`config.mk`:
```
export PLATFORM = sky130hd
export DESIGN_NAME = mem_wb_reg
export DESIGN_NICKNAME = d
export VERILOG_FILES = /design/src/rtl/mem_wb_reg.sv
export SDC_FILE = /design/constraint.sdc
export NUM_CORES = 1
export LEC_CHECK = 0
export CORE_MARGIN = 5
export CORE_UTILIZATION = 38
export CTS_CLUSTER_DIAMETER = 100
export DETAILED_ROUTE_END_ITERATION = 8
export PLACE_DENSITY = 0.79
export SYNTH_ARGS = -nofsm -noshare
export SYNTH_HDL_FRONTEND = slang
export SYNTH_SLANG_ARGS = --single-unit
```
`constraint.sdc`:
```
create_clock -name clk -period 1.2 [get_ports clk]
set_input_delay 0.18 -clock clk [delete_from_list [all_inputs] [get_ports clk]]
set_output_delay 0.18 -clock clk [all_outputs]
set_load 0.005 [all_outputs]
```
`src/rtl/mem_wb_reg.sv`:
```
// mem_wb_reg: MEM/WB pipeline register feeding the writeback result mux.
// Holds the control fields, destination index and the four candidate results
// for one instruction. Each rising edge is resolved in this order: rst, then
// flush, then stall, then capture.
// The reset is synchronous and active-high. All outputs come straight from
// flops, so no input reaches an output combinationally.
// Optional feature: define MEM_WB_RETIRE_CNT_EN to include a 32-bit count of
// instructions retired into WB. With the macro undefined, retire_count is
// tied to 0 and no counter register exists.
module mem_wb_reg #(
  parameter int DATA_WIDTH     = 32,
  parameter int REG_ADDR_WIDTH = 5
) (
  input  logic                      clk,
  input  logic                      rst,
  input  logic                      stall,
  input  logic                      flush,
  input  logic                      valid_m,
  input  logic                      reg_write_m,
  input  logic [1:0]                result_src_m,
  input  logic [REG_ADDR_WIDTH-1:0] rd_m,
  input  logic [DATA_WIDTH-1:0]     alu_result_m,
  input  logic [DATA_WIDTH-1:0]     read_data_m,
  input  logic [DATA_WIDTH-1:0]     pc_plus4_m,
  input  logic [DATA_WIDTH-1:0]     imm_ext_m,
  output logic                      valid_w,
  output logic                      reg_write_w,
  output logic [1:0]                result_src_w,
  output logic [REG_ADDR_WIDTH-1:0] rd_w,
  output logic [DATA_WIDTH-1:0]     alu_result_w,
  output logic [DATA_WIDTH-1:0]     read_data_w,
  output logic [DATA_WIDTH-1:0]     pc_plus4_w,
  output logic [DATA_WIDTH-1:0]     imm_ext_w,
  output logic [31:0]               retire_count
);

  logic                      flushEn;
  logic                      captureEn;
  logic                      regWriteGated;

  logic                      valid_q,        valid_d;
  logic                      reg_write_q,    reg_write_d;
  logic [1:0]                result_src_q,   result_src_d;
  logic [REG_ADDR_WIDTH-1:0] rd_q,           rd_d;
  logic [DATA_WIDTH-1:0]     alu_result_q,   alu_result_d;
  logic [DATA_WIDTH-1:0]     read_data_q,    read_data_d;
  logic [DATA_WIDTH-1:0]     pc_plus4_q,     pc_plus4_d;
  logic [DATA_WIDTH-1:0]     imm_ext_q,      imm_ext_d;

  // Classify the edge: a flush beats a stall, and only a plain edge captures.
  always_comb begin
    flushEn   = 1'b0;
    captureEn = 1'b0;
    if (flush) begin
      flushEn = 1'b1;
    end else if (!stall) begin
      captureEn = 1'b1;
    end
  end

  // Only a real instruction that targets a register other than x0 may write.
  always_comb begin
    regWriteGated = reg_write_m & valid_m & (rd_m != '0);
  end

  // Next-state select: a bubble on flush, new MEM contents on capture, otherwise hold.
  always_comb begin
    valid_d      = valid_q;
    reg_write_d  = reg_write_q;
    result_src_d = result_src_q;
    rd_d         = rd_q;
    alu_result_d = alu_result_q;
    read_data_d  = read_data_q;
    pc_plus4_d   = pc_plus4_q;
    imm_ext_d    = imm_ext_q;
    if (flushEn) begin
      valid_d      = 1'b0;
      reg_write_d  = 1'b0;
      result_src_d = 2'b00;
      rd_d         = '0;
      alu_result_d = '0;
      read_data_d  = '0;
      pc_plus4_d   = '0;
      imm_ext_d    = '0;
    end else if (captureEn) begin
      valid_d      = valid_m;
      reg_write_d  = regWriteGated;
      result_src_d = result_src_m;
      rd_d         = rd_m;
      alu_result_d = alu_result_m;
      read_data_d  = read_data_m;
      pc_plus4_d   = pc_plus4_m;
      imm_ext_d    = imm_ext_m;
    end
  end

  // WB register bank; a synchronous reset discards whatever entry is in flight.
  always_ff @(posedge clk) begin
    if (rst) begin
      valid_q      <= 1'b0;
      reg_write_q  <= 1'b0;
      result_src_q <= 2'b00;
      rd_q         <= '0;
      alu_result_q <= '0;
      read_data_q  <= '0;
      pc_plus4_q   <= '0;
      imm_ext_q    <= '0;
    end else begin
      valid_q      <= valid_d;
      reg_write_q  <= reg_write_d;
      result_src_q <= result_src_d;
      rd_q         <= rd_d;
      alu_result_q <= alu_result_d;
      read_data_q  <= read_data_d;
      pc_plus4_q   <= pc_plus4_d;
      imm_ext_q    <= imm_ext_d;
    end
  end

  assign valid_w      = valid_q;
  assign reg_write_w  = reg_write_q;
  assign result_src_w = result_src_q;
  assign rd_w         = rd_q;
  assign alu_result_w = alu_result_q;
  assign read_data_w  = read_data_q;
  assign pc_plus4_w   = pc_plus4_q;
  assign imm_ext_w    = imm_ext_q;

`ifdef MEM_WB_RETIRE_CNT_EN
  logic [31:0] retire_q, retire_d;

  // Count every real instruction captured into WB; the count wraps freely.
  always_comb begin
    retire_d = retire_q;
    if (captureEn && valid_m) begin
      retire_d = retire_q + 32'd1;
    end
  end

  // Retire counter register, cleared by reset and held on stall or flush.
  always_ff @(posedge clk) begin
    if (rst) begin
      retire_q <= 32'd0;
    end else begin
      retire_q <= retire_d;
    end
  end

  assign retire_count = retire_q;
`else
  assign retire_count = 32'd0;
`endif

endmodule

```
**Yosys cells after proc, flatten, opt, wreduce, memory -nomap -nowiden**

Index checks and enable logic that the tools add are counted.

- Flip-flop bits (word level): 137
- Bits in latches: 0
- RAM bits: 0
- Memory bits (read-only): 0
- Input port bits: 141
- Output and inout port bits: 169
- Logic and storage cells: 15
- Memories kept: 0

- Add/sub/neg operators: 0
- Multiply operators: 0
- Div/mod/pow operators: 0
- Order comparisons: 0
- Equality and inequality tests: 0
- Shift-type cells: 0
- Muxes and demuxes: 3
- Bitwise logic cells: 2
- Reductions and logical operators: 2

Operators by type and width:

| operator | number |
|---|---|
| 5-bit nonzero test | 1 |
| 1-bit two-way mux | 3 |
| 1-bit bitwise AND | 2 |
| 2-bit OR reduction | 1 |

**Longest topological paths before layout**

- Depth in word-level cells: 2
- Mapped depth: 5
- Gate-level depth less buffers: 3

**Worst setup path after synthesis**

Ideal clock, no wire load.

- Path type: input-to-reg
- Start point: input port rd_m[1]
- End point: register reg_write_q (netlist: reg_write_w)
- Setup time: 0.120 ns
- Arrival time: 0.889 ns
- Data required time: 1.080 ns
- Setup slack: 0.191 ns
- Stages on the path: 3
- Path buffers: 0
- Cells stage by stage: or4_4 -> o211ai_2 -> a21oi_1

- Word-level cells in the longest chain between the ends: 2

RTL lines:

| element | RTL line | RTL |
|---|---|---|
| start, declared | 21 | `input logic [REG_ADDR_WIDTH-1:0] rd_m,` |
| 5-bit nonzero test | 63 | `regWriteGated = reg_write_m & valid_m & (rd_m != '0);` |
| 1-bit bitwise AND | 63 |  |
| end signal, assigned | 110 | `reg_write_q <= reg_write_d;` |
| end, declared | 42 | `logic reg_write_q, reg_write_d;` |

Every way passes these cells.
A chain may end at the register's enable or synchronous reset.

**Worst setup path after layout**

- Start point: register read_data_q[7] (netlist: read_data_w[7])
- End point: output port read_data_w[7]

RTL lines:

| element | RTL line | RTL |
|---|---|---|
| start, declared | 46 | `logic [DATA_WIDTH-1:0] read_data_q, read_data_d;` |
| start signal, assigned | 114 | `read_data_q <= read_data_d;` |
| end, declared | 31 | `output logic [DATA_WIDTH-1:0] read_data_w,` |

No word-level cell between the ends.

==> results by group <==
Place
  • Placement Setup Slack: -0.295 ns
  • Post-Place Cells: 916
  • HPWL Detailed: 11600 um
  • RePlAce Congestion: 0.808
  • Buffers on Ports: 277

Route
  • WL per Instance: 15.9 um
  • Vias/cell: 4.51
  • Initial DRC count: 118
  • Post-detailed-route count of antenna-violating nets: 0
  • Post-Route WL: 15100 um
  • Pre-antenna DRT Iters: 4
  • Total number of vias: 4273
  • DR DRC count: 0

Synthesis
  • Synth top area cells: dfxtp_1 53%, mux2i_1 26%, nor2_1 9.9%, buf_4 6.4%, buf_6 2.8%
  • Mapped Cells: 481
  • Compound-Gate Fraction of Synth Area: 0.00629
  • Synth top area share: 0.530
  • Combinational family with the most area after synthesis: multiplexers
  • Post-synthesis register bit count: 137
  • Largest area contributor in the netlist: dfxtp_1
  • Cell area after synthesis: 5170 um2
  • Register area share after synthesis: 0.530
  • Synth unique cells: 15
  • XOR/XNOR Fraction of Synth Area: 0
  • Post-Synth Adder-Cell Area: 0
  • Multiplexer share of the synthesized area: 0.261
  • Fraction of the mapped netlist area in simple logic gates: 0.104
  • Syn. warnings: 0
  • Mean Syn Cell Area: 10.8 um2

Clock network
  • CTS root buf: clkbuf_16
  • Num CTS Buffers: 17
  • CTS tree: yes
  • CTS Sinks: 137
  • Buffers inserted by post-CTS timing repair: 0
  • Max Buffers Root-to-Sink: 2
  • CTS Hold Bufs: 0
  • Htree depth: 4
  • CTS clk-pin slew, worst paths: 0.06 ns
  • Clock Latency Late Sink: 0.40 ns
  • CTS resizes: 184

GRT
  • First-pass GRT wire length: 23900 um
  • Initial antenna violation count: 0
  • Vias in the first global route: 4611
  • Pin count of the biggest net entering global routing: 54
  • Grt total ovfl: 0
  • Global Route Usage Sum: 0.188

Power and ir drop
  • Final Power: 11.0 mW
  • PD cells: 1310 nW/um2
  • Maximum vdd drop: 0.830 mV
  • Leakage: 3.84 nW

Flow run
  • Max-cap violations: 0

Cells and area
  • Final cell count without fillers: 947
  • Commonest cells after routing, fill and taps aside: 139 x clkdlybuf4s50_1, 136 x nor2_1, 135 x mux2i_1
  • Final Util: 0.627
  • Synth-to-Final Area Change: 61.0%
  • Antenna cells: 0
  • Share of cells above drive strength 1: 0.123
  • Most common cell after layout, fill and taps aside: clkdlybuf4s50_1
  • Nets: 900

Setup path
  • Slowest stage delay, CP: 0.33 ns
  • Crit-path cells: clkdlybuf4s15_1
  • WP data required: 1.02 ns
  • Worst path top cell family by delay: flip-flops
  • WS Path Type: flop to output port
  • Crit-path max FO: 2
  • Setup crit end kind: output port
  • CP max stage cell: dfxtp_1
  • WP data arrival: 0.99 ns
  • Startpoint Class: flop
  • CP bufs+invs: 1

Timing
  • Final worst slack: 0.0349 ns
  • Sum Neg Setup Slack: 0 ns
  • Period utilization: 0.971
  • Tmin final: 1.17 ns
  • Maximum clock frequency: 858 MHz
  • Clock Skews: 0 ns
  • Hold Vio Cnt, Final: 0
  • Slew Viols, Final: 0
  • RSZ-0062 raised after global routing: no
  • Final setup violation count: 0

Die
  • Row count: 42
  • Die area: 16100 um2
  • I/O pin count: 310
  • Initial Utilization: 0.389
  • Die W: 127 um
  • Height of the chip: 127 um
  • Core Box Area: 13300 um2

Min path
  • HP Class: primary input to flop

Status
  • Outcome: completed
worst min-delay path, cell delays in order:
cell     delay (ns)
buf_6          0.16
mux2i_1        0.14
nor2_1         0.07
final timing paths:
| path | startpoint | endpoint | slack [ns] | depth (start not counted) |
|---|---|---|---|---|
| min | stall | imm_ext_w[10] | 0.19 | 3 |
| max reg2reg | read_data_w[24] | read_data_w[24] | 0.49 | 2 |
| min reg2reg | valid_w | valid_w | 0.48 | 2 |
| max | read_data_w[7] | read_data_w[7] | 0.03 | 1 |
cell usage after synthesis:
cell type and number:
dfxtp_1 137, o21ai_1 1, buf_4 44, o211ai_2 1
nand2_1 1, and2_1 1, nor2_1 136, conb_1 1
or2_1 1, or4_4 1, a21oi_1 2, buf_2 6
o21ai_0 1, buf_6 13, mux2i_1 135
kinds of logic (layout without fill, tap and decap cells):
family	after synthesis	count (layout)
AO/OA/AOI/OAI	5	5
buffers and inverters	63	322
flip-flops	137	137
multiplexers	135	135
other	1	32
AND/OR/NAND/NOR	140	140
layout make-up:
| type | instances | area [um2] |
|---|---|---|
| flip-flops and latches | 137 | 2760 |
| repair buffers | 291 | 2750 |
| well taps | 176 | 220 |
| clock inverters | 8 | 70.1 |
| clock buffers | 23 | 488 |
| multi-input cells | 312 | 2040 |
| fillers | 1081 | 4960 |
state kept, by name, summed over array words and instances, names as in the netlist:
register      cells
result_src_w      2
pc_plus4_w       32
valid_w           1
alu_result_w     32
reg_write_w       1
read_data_w      32
imm_ext_w        32
rd_w              5
power breakdown:
group / switching (mW) / internal (mW) / total [mW]
logic: 0.499 / 0.815 / 1.31
registers: 0.0777 / 4.71 / 4.78
clock network: 1.82 / 3.04 / 4.85
metrics by stage:
step	hold WS [ns]	instance area, um2
2_1_floorplan	0.316	5290
3_3_place_gp	0.467	7940
3_5_place_dp	0.475	7940
4_1_cts	0.172	8370
5_1_grt	0.184	8330
6_report	0.191	8330
per-layer routing:
layer	vias to the layer above	track usage	share of wire
met4	0	0.0921	0.032
met2	206	0.325	0.51
met3	35	0.0992	0.12
met1	1955	0.183	0.35
met5	-	0	0
li1	2077	-	-
Power figures use the tool's default switching activity.
